### config.mk
export PLATFORM = sky130hd
export DESIGN_NAME = uart_tx_arbiter
export DESIGN_NICKNAME = d
export VERILOG_FILES = /design/src/rtl/uart_tx_arbiter.sv
export SDC_FILE = /design/constraint.sdc
export NUM_CORES = 1
export LEC_CHECK = 0
export BUFFER_PORTS_ARGS = -buffer_cell sky130_fd_sc_hd__buf_2
export CAP_MARGIN = 20
export CORE_MARGIN = 5
export CORE_UTILIZATION = 30
export CTS_CLUSTER_DIAMETER = 60
export CTS_CLUSTER_SIZE = 12
export DETAILED_ROUTE_END_ITERATION = 16
export GPL_TIMING_DRIVEN = 0
export SLEW_MARGIN = 40
export SYNTH_ARGS = -nofsm -noshare
export SYNTH_HDL_FRONTEND = slang
export SYNTH_SLANG_ARGS = --single-unit
export TNS_END_PERCENT = 5
### constraint.sdc
create_clock -name clk -period 9.8 [get_ports clk]
set_input_delay 0.49 -clock clk [delete_from_list [all_inputs] [get_ports clk]]
set_output_delay 0.49 -clock clk [all_outputs]
set_load 0.02 [all_outputs]
### src/rtl/uart_tx_arbiter.sv
// -----------------------------------------------------------------------------
// uart_tx_arbiter
//   Shares one 8N1 UART transmit line between two byte requesters.
//   Requesters are arbitrated round-robin in IDLE; the winning byte is sent
//   as start bit, 8 data bits LSB first, stop bit, each bit lasting
//   max(cfg_divider, DIV_MIN) clocks.
//
//   Optional build macro: UART_ARB_LOCK_EN
//     Adds req0_lock / req1_lock. A winner whose lock was high at its
//     handshake keeps exclusive ownership of later IDLE arbitrations for
//     as long as its lock stays high.
// -----------------------------------------------------------------------------
module uart_tx_arbiter #(
    parameter int DIV_WIDTH = 32,
    parameter int DIV_MIN   = 2
) (
    input  logic                 clk,
    input  logic                 reset,
    input  logic [DIV_WIDTH-1:0] cfg_divider,
    input  logic                 req0_valid,
    input  logic [7:0]           req0_data,
    output logic                 req0_ready,
    input  logic                 req1_valid,
    input  logic [7:0]           req1_data,
    output logic                 req1_ready,
`ifdef UART_ARB_LOCK_EN
    input  logic                 req0_lock,
    input  logic                 req1_lock,
`endif
    output logic                 ser_tx,
    output logic                 busy,
    output logic                 grant_id
);

    typedef enum logic {
        IDLE = 1'b0,
        SEND = 1'b1
    } state_t;

    localparam logic [DIV_WIDTH-1:0] DIV_MIN_W = DIV_WIDTH'(DIV_MIN);
    localparam logic [DIV_WIDTH-1:0] ONE_W     = DIV_WIDTH'(1);
    localparam logic [3:0]           LAST_BIT  = 4'd9;

    state_t               state_q, state_d;
    logic                 last_grant_q, last_grant_d;
    logic                 grant_q, grant_d;
    logic [9:0]           shreg_q, shreg_d;
    logic [DIV_WIDTH-1:0] div_q, div_d;
    logic [DIV_WIDTH-1:0] cnt_q, cnt_d;
    logic [3:0]           bit_q, bit_d;

    logic                 sel_valid;
    logic                 sel_id;
    logic                 take;
    logic [7:0]           win_data;
    logic [DIV_WIDTH-1:0] eff_div;

`ifdef UART_ARB_LOCK_EN
    logic                 lock_held_q, lock_held_d;
    logic                 locked;
    logic                 win_lock;
`endif

    // Clamp the divider so a bit never lasts fewer than DIV_MIN clocks.
    assign eff_div = (cfg_divider < DIV_MIN_W) ? DIV_MIN_W : cfg_divider;

    // Round-robin selection among valid requesters, honouring an active lock.
    always_comb begin
        // NOTE: every output of a combinational block gets a default first, so no path leaves it unassigned and no latch is inferred.
        sel_valid = 1'b0;
        sel_id    = 1'b0;
`ifdef UART_ARB_LOCK_EN
        locked    = lock_held_q && (last_grant_q ? req1_lock : req0_lock);
        if (locked) begin
            sel_valid = last_grant_q ? req1_valid : req0_valid;
            sel_id    = last_grant_q;
        end else
`endif
        if (req0_valid && req1_valid) begin
            sel_valid = 1'b1;
            sel_id    = ~last_grant_q;
        end else if (req0_valid) begin
            sel_valid = 1'b1;
            sel_id    = 1'b0;
        end else if (req1_valid) begin
            sel_valid = 1'b1;
            sel_id    = 1'b1;
        end
    end

    // A byte is taken only in IDLE and never while reset is being sampled.
    assign take       = (state_q == IDLE) && !reset && sel_valid;
    assign req0_ready = take && !sel_id;
    assign req1_ready = take &&  sel_id;
    assign win_data   = sel_id ? req1_data : req0_data;
`ifdef UART_ARB_LOCK_EN
    assign win_lock   = sel_id ? req1_lock : req0_lock;
`endif

    // Next-state and datapath updates for the IDLE/SEND frame sequencer.
    always_comb begin
        state_d      = state_q;
        last_grant_d = last_grant_q;
        grant_d      = grant_q;
        shreg_d      = shreg_q;
        div_d        = div_q;
        cnt_d        = cnt_q;
        bit_d        = bit_q;
`ifdef UART_ARB_LOCK_EN
        lock_held_d  = lock_held_q;
`endif
        case (state_q)
            IDLE: begin
                if (take) begin
                    shreg_d      = {1'b1, win_data, 1'b0};
                    div_d        = eff_div;
                    cnt_d        = eff_div - ONE_W;
                    bit_d        = 4'd0;
                    grant_d      = sel_id;
                    last_grant_d = sel_id;
`ifdef UART_ARB_LOCK_EN
                    lock_held_d  = win_lock;
`endif
                    state_d      = SEND;
                end
            end
            SEND: begin
                if (cnt_q == '0) begin
                    if (bit_q == LAST_BIT) begin
                        state_d = IDLE;
                    end else begin
                        shreg_d = {1'b1, shreg_q[9:1]};
                        bit_d   = bit_q + 4'd1;
                        cnt_d   = div_q - ONE_W;
                    end
                end else begin
                    cnt_d = cnt_q - ONE_W;
                end
            end
            default: state_d = IDLE;
        endcase
    end

    // State register with synchronous reset; an in-flight frame is abandoned.
    always_ff @(posedge clk) begin
        // NOTE: sequential state uses non-blocking assignments so every register samples pre-edge values.
        if (reset) begin
            state_q      <= IDLE;
            last_grant_q <= 1'b1;
            grant_q      <= 1'b0;
            shreg_q      <= '1;
            div_q        <= DIV_MIN_W;
            cnt_q        <= '0;
            bit_q        <= 4'd0;
`ifdef UART_ARB_LOCK_EN
            lock_held_q  <= 1'b0;
`endif
        end else begin
            state_q      <= state_d;
            last_grant_q <= last_grant_d;
            grant_q      <= grant_d;
            shreg_q      <= shreg_d;
            div_q        <= div_d;
            cnt_q        <= cnt_d;
            bit_q        <= bit_d;
`ifdef UART_ARB_LOCK_EN
            lock_held_q  <= lock_held_d;
`endif
        end
    end

    assign ser_tx   = (state_q == SEND) ? shreg_q[0] : 1'b1;
    assign busy     = (state_q == SEND);
    assign grant_id = grant_q;

endmodule

==> results of run 1 <==
==> area by class of cell <==
| cell class | count | share of cell area (%) |
|---|---|---|
| plain buffers | 42 | 4.34 |
| clock buffers | 12 | 4.89 |
| clock inverters | 3 | 0.734 |
| inverters | 8 | 0.551 |
| multi-input cells | 416 | 50.7 |
| flip-flops and latches | 80 | 29.4 |
| well taps | 188 | 4.31 |
| repair buffers | 55 | 5.05 |
==> kinds of logic after synthesis <==
group / after synthesis
flops: 80
mux: 34
fa+ha+maj: 3
xor+xnor: 13
compound gates: 148
buf+inv: 50
simple gates: 218
==> power groups by stage <==
| stage | Sequential [W] | Combinational (W) | Clock, W |
|---|---|---|---|
| floorplan | 0.000380 | 0.000147 | 0 |
| global placement | 0.000387 | 0.000198 | 0 |
| detailed placement | 0.000388 | 0.000203 | 0 |
| CTS | 0.000382 | 0.000204 | 0.000354 |
| global route | 0.000386 | 0.000225 | 0.000372 |
| finish | 0.000382 | 0.000205 | 0.000350 |
==> sequential cells by signal, indices dropped and copies added (netlist names) <==
signal / cells
cnt_q: 32
div_q: 32
shreg_q: 9
bit_q: 4
busy: 1
grant_id: 1
last_grant_q: 1
==> layer usage <==
metal	GRT usage [%]	vias up	share of wire, %
li1	-	2170	-
met1	21.4	2162	43
met2	27.2	153	47
met3	3.45	29	7.1
met4	7.81	0	3.1
met5	0	-	0
==> final timing paths <==
kind / startpoint / depth (start not counted) / slack (ns) / to
worst max-delay path: busy$_SDFF_PP0_ / 13 / 5.66 / cnt_q[20]$_SDFFE_PP0P_
worst min-delay path: cfg_divider[9] / 3 / 0.40 / div_q[9]$_SDFFE_PP0P_
worst max register to register: busy$_SDFF_PP0_ / 13 / 5.66 / cnt_q[20]$_SDFFE_PP0P_
worst min register to register: div_q[26]$_SDFFE_PP0P_ / 2 / 0.46 / div_q[26]$_SDFFE_PP0P_
==> synth_stat cells, types with 3 or more instances <==
cell type,number
a211oi_1,11
a21o_1,9
a21oi_1,37
a221o_1,8
a311oi_1,14
a311oi_2,3
a31o_1,4
a31o_2,4
a31oi_1,13
a31oi_2,6
a31oi_4,3
and2_1,3
and3_1,3
buf_2,7
buf_6,6
clkbuf_1,23
dfxtp_1,80
ha_1,3
inv_1,8
mux2_2,16
mux2i_1,14
nand2_1,77
nand3_1,15
nand3b_1,4
nand4_1,16
nand4_2,3
nor2_1,50
nor3_1,7
nor4_1,18
o21a_1,3
o21ai_0,16
or3_1,3
xnor2_1,6
xor2_1,7
==> metrics by stage <==
stage                     setup slack (ns)  total power [W]  area [µm²]  cells
after CTS                             5.68         0.000939        5450    804
final                                 5.66         0.000937        5450    804
after global routing                  5.46         0.000983        5450    804
after floorplan                       6.23         0.000527        4630    546
after detailed placement              5.69         0.000592        5140    789
after global placement                5.70         0.000586        5140    789
==> worst max-delay path, delay by kind of cell, from the launching register on <==
family	cells	cell delay, ns
compound gates	4	1.04
fa+ha+maj	1	0.26
buf+inv	5	1.56
flops	1	0.40
simple gates	3	0.74
==> impl_results.md, run 1 <==
* Outcome: complete, no violations
* Arrival time worst endpoint at 4.37 ns
* Area of the multi-input gates at 0.00277 mm²
* CTS sink cnt at 80
* Syn Std Cell Area at 0.00463 mm²
* First-pass GRT wire length at 23,900 µm
* Post-synthesis area per instance at 8.49 µm²
* Final Max Slew Viols at 0
* GRT Util Overall at 16.8%
* Warnings from Yosys at 0
* Share of the synthesized area in the top cell type at 34.6%
* Worst Path Max Fanout at 10
* Peak VDD IR at 0.0867 mV
* Post-Synth XOR/XNOR Area at 2.46%
* Via/cell ratio at 5.61
* Post-CTS setup buffer count at 0
* Post-synthesis compound-gate area fraction at 24.2%
* TritonCTS Buffers at 9
* Sw frac at 30.3%
* Final nets at 667
* Worst skew pair latency at 0.34 ns
* Critical-path cell list: buf_6 -> buf_4 -> buf_2 -> buf_1 -> clkbuf_1 -> nor2_1 -> a21oi_1 -> ha_1 -> o211a_1 -> nand4_4 -> or3_4 -> o311a_1 -> a311o_1
* Core area at 0.0152 mm²
* Most common cell after layout, fill and taps aside: dfxtp_1
* # hold bufs at CTS at 0
* Vias in the first global route at 4,459
* Critical path required time at 10.03 ns
* ANT nets after route at 0
* # port buffers at 55
* Critical-path top delay cell: or3_4
* Async SR Flop Fraction at 0%
* DR iter-0 viols at 377
* Final-report hold violation count at 0
* Drt pass-1 iters at 5
* Die Area at 0.0180 mm²
* Fraction of layout cells with a size suffix above 1 at 22.1%
* Post-synth EDFFs at 0
* Final Skew at 0.00369 ns
* Setup violators final at 0
* Synth top area cells: dfxtp_1, nand2_1, nor2_1, a21oi_1, mux2_2
* Fin crit share at 42.3%
* Least-Margin Pin Slew at 0.739 ns
* Detail Placement HPWL at 11,200 µm
* Hold slack at 0.403 ns
* Critical Path End Type: flip-flop
* Die height at 134 µm
* Post-Synthesis Cells at 546
* Power share of the combinational group at 21.9%
* Post-synthesis adder-cell area fraction at 0.810%
* Placer congestion estimate at 0.891
* Fmax at 242 MHz
* Initial Util at 30.5%
* Leak at 2.06 nW
* Max incr delay on CP at 0.47 ns
* Synth cell types at 70
* Routed wire length at 14,900 µm
* Max-cap violations at 0
* Crit Path Category: reg -> reg
* CTS Root Cell: clkbuf_16
* Psw at 0.000284 W
* Largest net degree at the start of global routing at 13
* Post_cts resized at 0
* Setup_tns at 0 ns
* Most frequent cells in the layout: dfxtp_1, nand2_1, buf_2, nor2_1, a21oi_1
* Combinational family with the most area after synthesis: compound AO/OA/AOI/OAI gates
* Post-synthesis mux area share at 8.05%
* Register area share after synthesis at 34.6%
* Post-DR wirelength/cell at 18.5 µm
* Die Wd at 134 µm
* CTS clk-pin slew, worst paths at 0.06 ns
* DRC at 0
* PwrDens at 172 mW/mm²
* Area leader, netlist: dfxtp_1
* Num rows at 45
* RSZ-0062 raised after global routing: no
* Vias at 4,514
* Initial antenna violation count at 0
* Boundary Pins at 57
* Synthesized net count at 601
* CTS tree: done
* Internal power at 0.000653 W
* Startpoint class of the critical path: flip-flop
* Clk buf depth at 2
* Synth Area in Simple Gates at 24.1%
* Most used DFF post-synth: dfxtp_1
* Minimum clock period after layout at 4.14 ns
* Fillers at 1,582
* Flop pwr share at 40.8%
* Clock power frac at 37.3%
* CTS H-tree depth at 3
* Slew margin rel. at 50.3%
* Sequential Area at 0.00160 mm²
* Layout area overhead at 17.6%
* Total grt overflow at 0
* Hold Crit Class: in -> reg
* Flip-flop and latch count after synthesis at 80
* Diodes inserted at 0
* Fin util at 35.9%
Note: power is estimated with default switching activity, not from simulation.
==> run 2, diff against run 1 <==
Clock period 9.8 ns to 3.8 ns, I/O delays scaled along.
==> run 2 against run 1 <==
Against the previous run: die area is the same; sequential share of layout area is essentially flat; sequential power grew to 2.6 times the previous value; critical path depth shrank 1; largest power group unchanged; global-route usage is the same.
==> impl_results.md, run 2 (synthesis results as in run 1) <==
* Arrival time worst endpoint at 3.74 ns
* Worst skew pair latency at 0.34 ns
* Boundary Pins at 57
* Initial Util at 30.5%
* Finished Layout Cells at 802
* Vias at 4,550
* Leak at 2.06 nW
* Post-CTS setup buffer count at 0
* Routed wire length at 14,900 µm
* RSZ-0062 raised after global routing: no
* Family with the most delay on the worst path: simple AND/OR/NAND/NOR gates
* ANT nets after route at 0
* Final Max Slew Viols at 0
* CTS Root Cell: clkbuf_16
* CTS H-tree depth at 3
* Fmax at 285 MHz
* Critical-path top delay cell: nor4_1
* TritonCTS Buffers at 9
* Num rows at 45
* Most common cell after layout, fill and taps aside: dfxtp_1
* CTS tree: done
* Least-Margin Pin Slew at 0.737 ns
* Biggest regs: cnt_q (32), div_q (32), shreg_q (9)
* Largest net degree at the start of global routing at 20
* Final-report hold violation count at 0
* Max-cap violations at 0
* First-pass GRT wire length at 23,900 µm
* PwrDens at 444 mW/mm²
* Slew margin rel. at 50.4%
* Critical Path End Type: flip-flop
* Max incr delay on CP at 0.67 ns
* CTS sink cnt at 80
* Placer congestion estimate at 0.891
* Clk buf depth at 2
* Layout area overhead at 17.5%
* Critical path depth at 12
* Detail Placement HPWL at 11,200 µm
* CTS clk-pin slew, worst paths at 0.06 ns
* Worst Path Max Fanout at 8
* Total grt overflow at 0
* Via/cell ratio at 5.67
* GRT Util Overall at 16.8%
* Final Skew at 0.00282 ns
* DR top layer: met4
* Peak VDD IR at 0.224 mV
* Die Wd at 134 µm
* # hold bufs at CTS at 0
* Critical-path cell list: buf_2 -> nor4_1 -> nand4_1 -> o21ai_0 -> nor2_1 -> a21oi_1 -> ha_1 -> o211a_1 -> nand4_4 -> or3_4 -> o311a_1 -> a311o_1
* Post-DR wirelength/cell at 18.6 µm
* Hold slack at 0.104 ns
* Met3 Routed Length at 962 µm
* Pre-CTS setup slack at -0.313 ns
* DRC at 0
* Fin crit share at 92.4%
* Die height at 134 µm
* Final worst setup slack at 0.290 ns
* Reg2Reg Capture Point: cnt_q[14]$_SDFFE_PP0P_
* Critical Path End: cnt_q[20]$_SDFFE_PP0P_
* Drt pass-1 iters at 6
* Vias in the first global route at 4,450
* Most frequent cells in the layout: dfxtp_1, nand2_1, buf_2, nor2_1, a21oi_1
* Setup_tns at 0 ns
* Core area at 0.0152 mm²
* Routed length on met1 at 6510 µm
* Outcome: complete, no violations
* Startpoint class of the critical path: primary input
* Die Area at 0.0180 mm²
* Setup violators final at 0
* Final nets at 665
* DR iter-0 viols at 395
* FF-to-FF setup slack at 0.33 ns
* Hold Crit Class: in -> reg
* Diodes inserted at 0
* Placed cells at 789
* Crit Path Category: in -> reg
* Routed wl met2 at 6980 µm
* Critical path required time at 4.03 ns
* Reg2reg path depth at 15
* CP bufs+invs at 1
* Initial antenna violation count at 0
* R2R Path Start: cnt_q[25]$_SDFFE_PP0P_
* CP startpoint: cfg_divider[4]
* Minimum clock period after layout at 3.51 ns
* # port buffers at 55
* Fraction of layout cells with a size suffix above 1 at 22.1%
-- run 2: changes by cell type in the layout (fill, tap and decap cells not counted) --
cell,change
buf_1,-1
buf_2,-1
clkbuf_1,-1
clkbuf_2,+1
-- run 2: tightest hold or removal path, stage by stage --
cell,delay (ns)
buf_2,0.11
nand2_1,0.05
a21oi_1,0.05
-- run 2: metal layers --
layer	GRT usage, %	vias to the layer above
li1	-	2176
met1	21.4	2174
met2	27.2	174
met3	3.45	26
met4	7.81	0
met5	0	-
-- run 2: metrics by stage --
step	total power (W)	utilization [%]	area (µm²)
after floorplan	0.00136	-	4630
after global placement	0.00151	33.8	5140
after detailed placement	0.00153	33.8	5140
after CTS	0.00242	35.8	5450
after global routing	0.00253	35.8	5440
final	0.00242	35.8	5440
-- run 2: cell type report --
type | instances | area, µm²
fillers | 1585 | 9760
multi-input cells | 416 | 2770
flip-flops and latches | 80 | 1600
repair buffers | 55 | 275
clock buffers | 12 | 267
well taps | 188 | 235
plain buffers | 40 | 229
clock inverters | 3 | 40.0
inverters | 8 | 30.0
-- run 2: repair_timing --
item / 4_1_cts / 5_1_grt
endpoints found under the hold margin: 0 / 0
gates resized for setup: 1 / 0
endpoints found under the setup margin: 8 / 6
pin swaps: 0 / 0
-- run 2: report_power, final --
| group | total (W) | internal, W | switching [W] | leakage, nW |
|---|---|---|---|---|
| registers | 0.000986 | 0.000921 | 0.0000655 | 0.662 |
| clock network | 0.000903 | 0.000557 | 0.000346 | 0.154 |
| logic | 0.000528 | 0.000207 | 0.000322 | 1.24 |
-- run 2: worst min path at each step --
stage                                       from                      to  slack, ns  cells after the start
after floorplan                   cfg_divider[4]   div_q[4]$_SDFFE_PP0P_       0.33                      2
after global placement     div_q[4]$_SDFFE_PP0P_   div_q[4]$_SDFFE_PP0P_       0.44                      2
after detailed placement  div_q[12]$_SDFFE_PP0P_  div_q[12]$_SDFFE_PP0P_       0.45                      2
after CTS                         cfg_divider[9]   div_q[9]$_SDFFE_PP0P_        0.1                      3
after global routing              cfg_divider[9]   div_q[9]$_SDFFE_PP0P_       0.12                      3
final                             cfg_divider[9]   div_q[9]$_SDFFE_PP0P_       0.10                      3
==> run 3, diff against run 2 <==
Settings changed: ABC_AREA set to 1.
==> run 3 against run 2 <==
Against the previous run: via count up 17%; core utilization down 0.41 points; critical path depth up 7; cell area up 7.4%; sequential power about the same; global-route usage down 0.79 points; combinational power up 18%; die area up 8.0%; maximum frequency up 21%; synthesized cell count up 54%; power down 0.38%; count of clock-buffer cells in the layout down 2; critical path type is now reg -> reg; largest power group unchanged; highest routed layer unchanged.
==> impl_results.md, run 3 <==
* Outcome: complete, no violations
* Register area share after synthesis at 31.8%
* Via/cell ratio at 4.71
* Family with the most delay on the worst path: simple AND/OR/NAND/NOR gates
* Max incr delay on CP at 0.39 ns
* Critical-path cell list: nor2_1 -> nand2_1 -> nor2_1 -> nand2_1 -> nor2_4 -> inv_1 -> nor2_2 -> nand2_1 -> nand3_1 -> inv_1 -> ha_1 -> inv_1 -> nor2_4 -> nand2_2 -> nor2_4 -> xor2_1 -> nand2_1 -> nand2_1 -> inv_1
* RSZ-0062 raised after global routing: no
* Total grt overflow at 0
* Leak at 2.85 nW
* Final Max Slew Viols at 0
* Worst Path Max Fanout at 10
* Num rows at 47
* Initial Util at 30.5%
* Fin util at 35.4%
* Synth top area cells: dfxtp_1, nand2_1, inv_1, nand3_1, nor2_1
* Final-report hold violation count at 0
* Fillers at 1,816
* Most common cell after layout, fill and taps aside: nand2_1
* Critical path required time at 4.04 ns
* Psw at 0.000822 W
* Clock power frac at 33.1%
* Post-synthesis area per instance at 5.98 µm²
* Setup violators final at 0
* Vias in the first global route at 5,039
* Biggest regs: cnt_q (32), div_q (32), shreg_q (9)
* Top-count cell post-synth: nand2_1
* Share of the synthesized area in the top cell type at 31.8%
* Worst Min Path Start: cfg_divider[3]
* Routed wire length at 15,600 µm
* Most used cell, CP: nand2_1
* Final Skew at 0.00700 ns
* Final worst setup slack at 0.895 ns
* Critical Path End Type: flip-flop
* Syn Std Cell Area at 0.00504 mm²
* Drt pass-1 iters at 5
* Most frequent cells in the layout: nand2_1, inv_1, nor2_1, dfxtp_1, nand3_1
* Diodes inserted at 0
* CTS Root Cell: clkbuf_16
* CTS H-tree depth at 3
* Area of the multi-input gates at 0.00280 mm²
* Synthesized net count at 897
* Fin crit share at 76.5%
* Boundary Pins at 57
* GRT Util Overall at 16.0%
* First-pass GRT wire length at 25,400 µm
* CTS sink cnt at 80
* Arrival time worst endpoint at 3.15 ns
* R2R Path Start: cnt_q[22]$_SDFFE_PP0P_
* PwrDens at 412 mW/mm²
* Post-DR wirelength/cell at 13.8 µm
* CP startpoint: cnt_q[22]$_SDFFE_PP0P_
* Die Wd at 140 µm
* Detail Placement HPWL at 12,100 µm
* Post-Synthesis Cells at 842
* Least-Margin Pin Slew at 0.705 ns
* Startpoint class of the critical path: flip-flop
* Die Area at 0.0195 mm²
* Flop pwr share at 41.1%
* # hold bufs at CTS at 0
* Sw frac at 34.1%
* Internal power at 0.00159 W
* Initial antenna violation count at 0
* Final Power at 0.00241 W
* Async SR Flop Fraction at 0%
* Synth cell types at 34
* CTS clk-pin slew, worst paths at 0.06 ns
* DRC at 0
* Core area at 0.0165 mm²
* Largest net degree at the start of global routing at 13
* Final nets at 963
* Sequential Area at 0.00160 mm²
* Placed Area at 0.00559 mm²
* DR iter-0 viols at 294
* Post_cts resized at 0
* Fmax at 344 MHz
* CTS tree: done
* Pre-CTS setup slack at 0.925 ns
* Post-synth EDFFs at 0
* Placer congestion estimate at 0.899
* Area leader, netlist: dfxtp_1
* Power share of the combinational group at 25.9%
* Minimum clock period after layout at 2.91 ns
* Setup_tns at 0 ns
* ANT nets after route at 0
* CP bufs+invs at 4
* Worst skew pair latency at 0.34 ns
* Post-CTS setup buffer count at 0
* Warnings from Yosys at 0
* TritonCTS Buffers at 9
* Hold Crit Class: in -> reg
* Clk buf depth at 2
* Slew margin rel. at 52.8%
* Vias at 5,326
* Post-synth top cells: nand2_1, inv_1, nor2_1
* Peak VDD IR at 0.182 mV
* Flip-flop and latch count after synthesis at 80
* Fin area at 0.00585 mm²
* Crit Path Category: reg -> reg
* Critical-path top delay cell: nor2_2
* Layout area overhead at 16.1%
* # port buffers at 55
* Most used DFF post-synth: dfxtp_1
* Die height at 140 µm
* Max-cap violations at 0
* Fraction of layout cells with a size suffix above 1 at 12.8%
run 3: kinds of logic after synthesis:
kind of cell,after synthesis,synth area share (%)
adder cells (fa/ha/maj),3,0.745
flip-flops,80,31.8
AND/OR/NAND/NOR,486,41.5
buffers and inverters,156,12.6
AO/OA/AOI/OAI,107,11.6
XOR/XNOR,10,1.74
run 3: path summary, 6_finish.rpt:
kind / endpoint / slack, ns / cells past startpoint
max: cnt_q[10]$_SDFFE_PP0P_ / 0.89 / 19
min: div_q[3]$_SDFFE_PP0P_ / 0.1 / 2
max reg2reg: cnt_q[10]$_SDFFE_PP0P_ / 0.89 / 19
min reg2reg: div_q[15]$_SDFFE_PP0P_ / 0.46 / 2
run 3: through the flow:
step	cells	hold WS [ns]
final	1131	0.0988
after global routing	1131	0.0980
after CTS	1131	0.0889
after detailed placement	1117	0.448
after global placement	1117	0.442
after floorplan	842	0.323
run 3: power groups by stage:
stage / Combinational (W) / Clock, W / Sequential, W
after floorplan: 0.000443 / 0 / 0.000994
after global placement: 0.000615 / 0 / 0.00100
final: 0.000623 / 0.000796 / 0.000989
after CTS: 0.000621 / 0.000813 / 0.000988
after detailed placement: 0.000618 / 0 / 0.00101
after global routing: 0.000709 / 0.000845 / 0.00100
run 3: cell type report:
class                      instances  share of cell area [%]
clock inverter                     4                   0.385
buffer                            37                    3.25
sequential                        80                    27.4
tap                              220                    4.71
clock buffer                      10                    4.09
multi-input combinational        606                    47.9
inverter                         119                    7.64
timing repair buffer              55                    4.71
run 3: worst reg2reg max path: stages (launching register included):
cell,delay (ns)
dfxtp_1,0.32
nor2_1,0.13
nand2_1,0.08
nor2_1,0.17
nand2_1,0.12
nor2_4,0.20
inv_1,0.09
nor2_2,0.39
nand2_1,0.10
nand3_1,0.17
inv_1,0.07
ha_1,0.21
inv_1,0.11
nor2_4,0.07
nand2_2,0.19
nor2_4,0.10
xor2_1,0.14
nand2_1,0.06
nand2_1,0.07
inv_1,0.04
run 3: per-layer routing:
layer	routed length (µm)	global-route usage, %	vias up
met5	0	0	-
met2	7210	26.1	127
met3	701	2.37	25
li1	-	-	2785
met1	7330	21.7	2389
met4	348	5.51	0
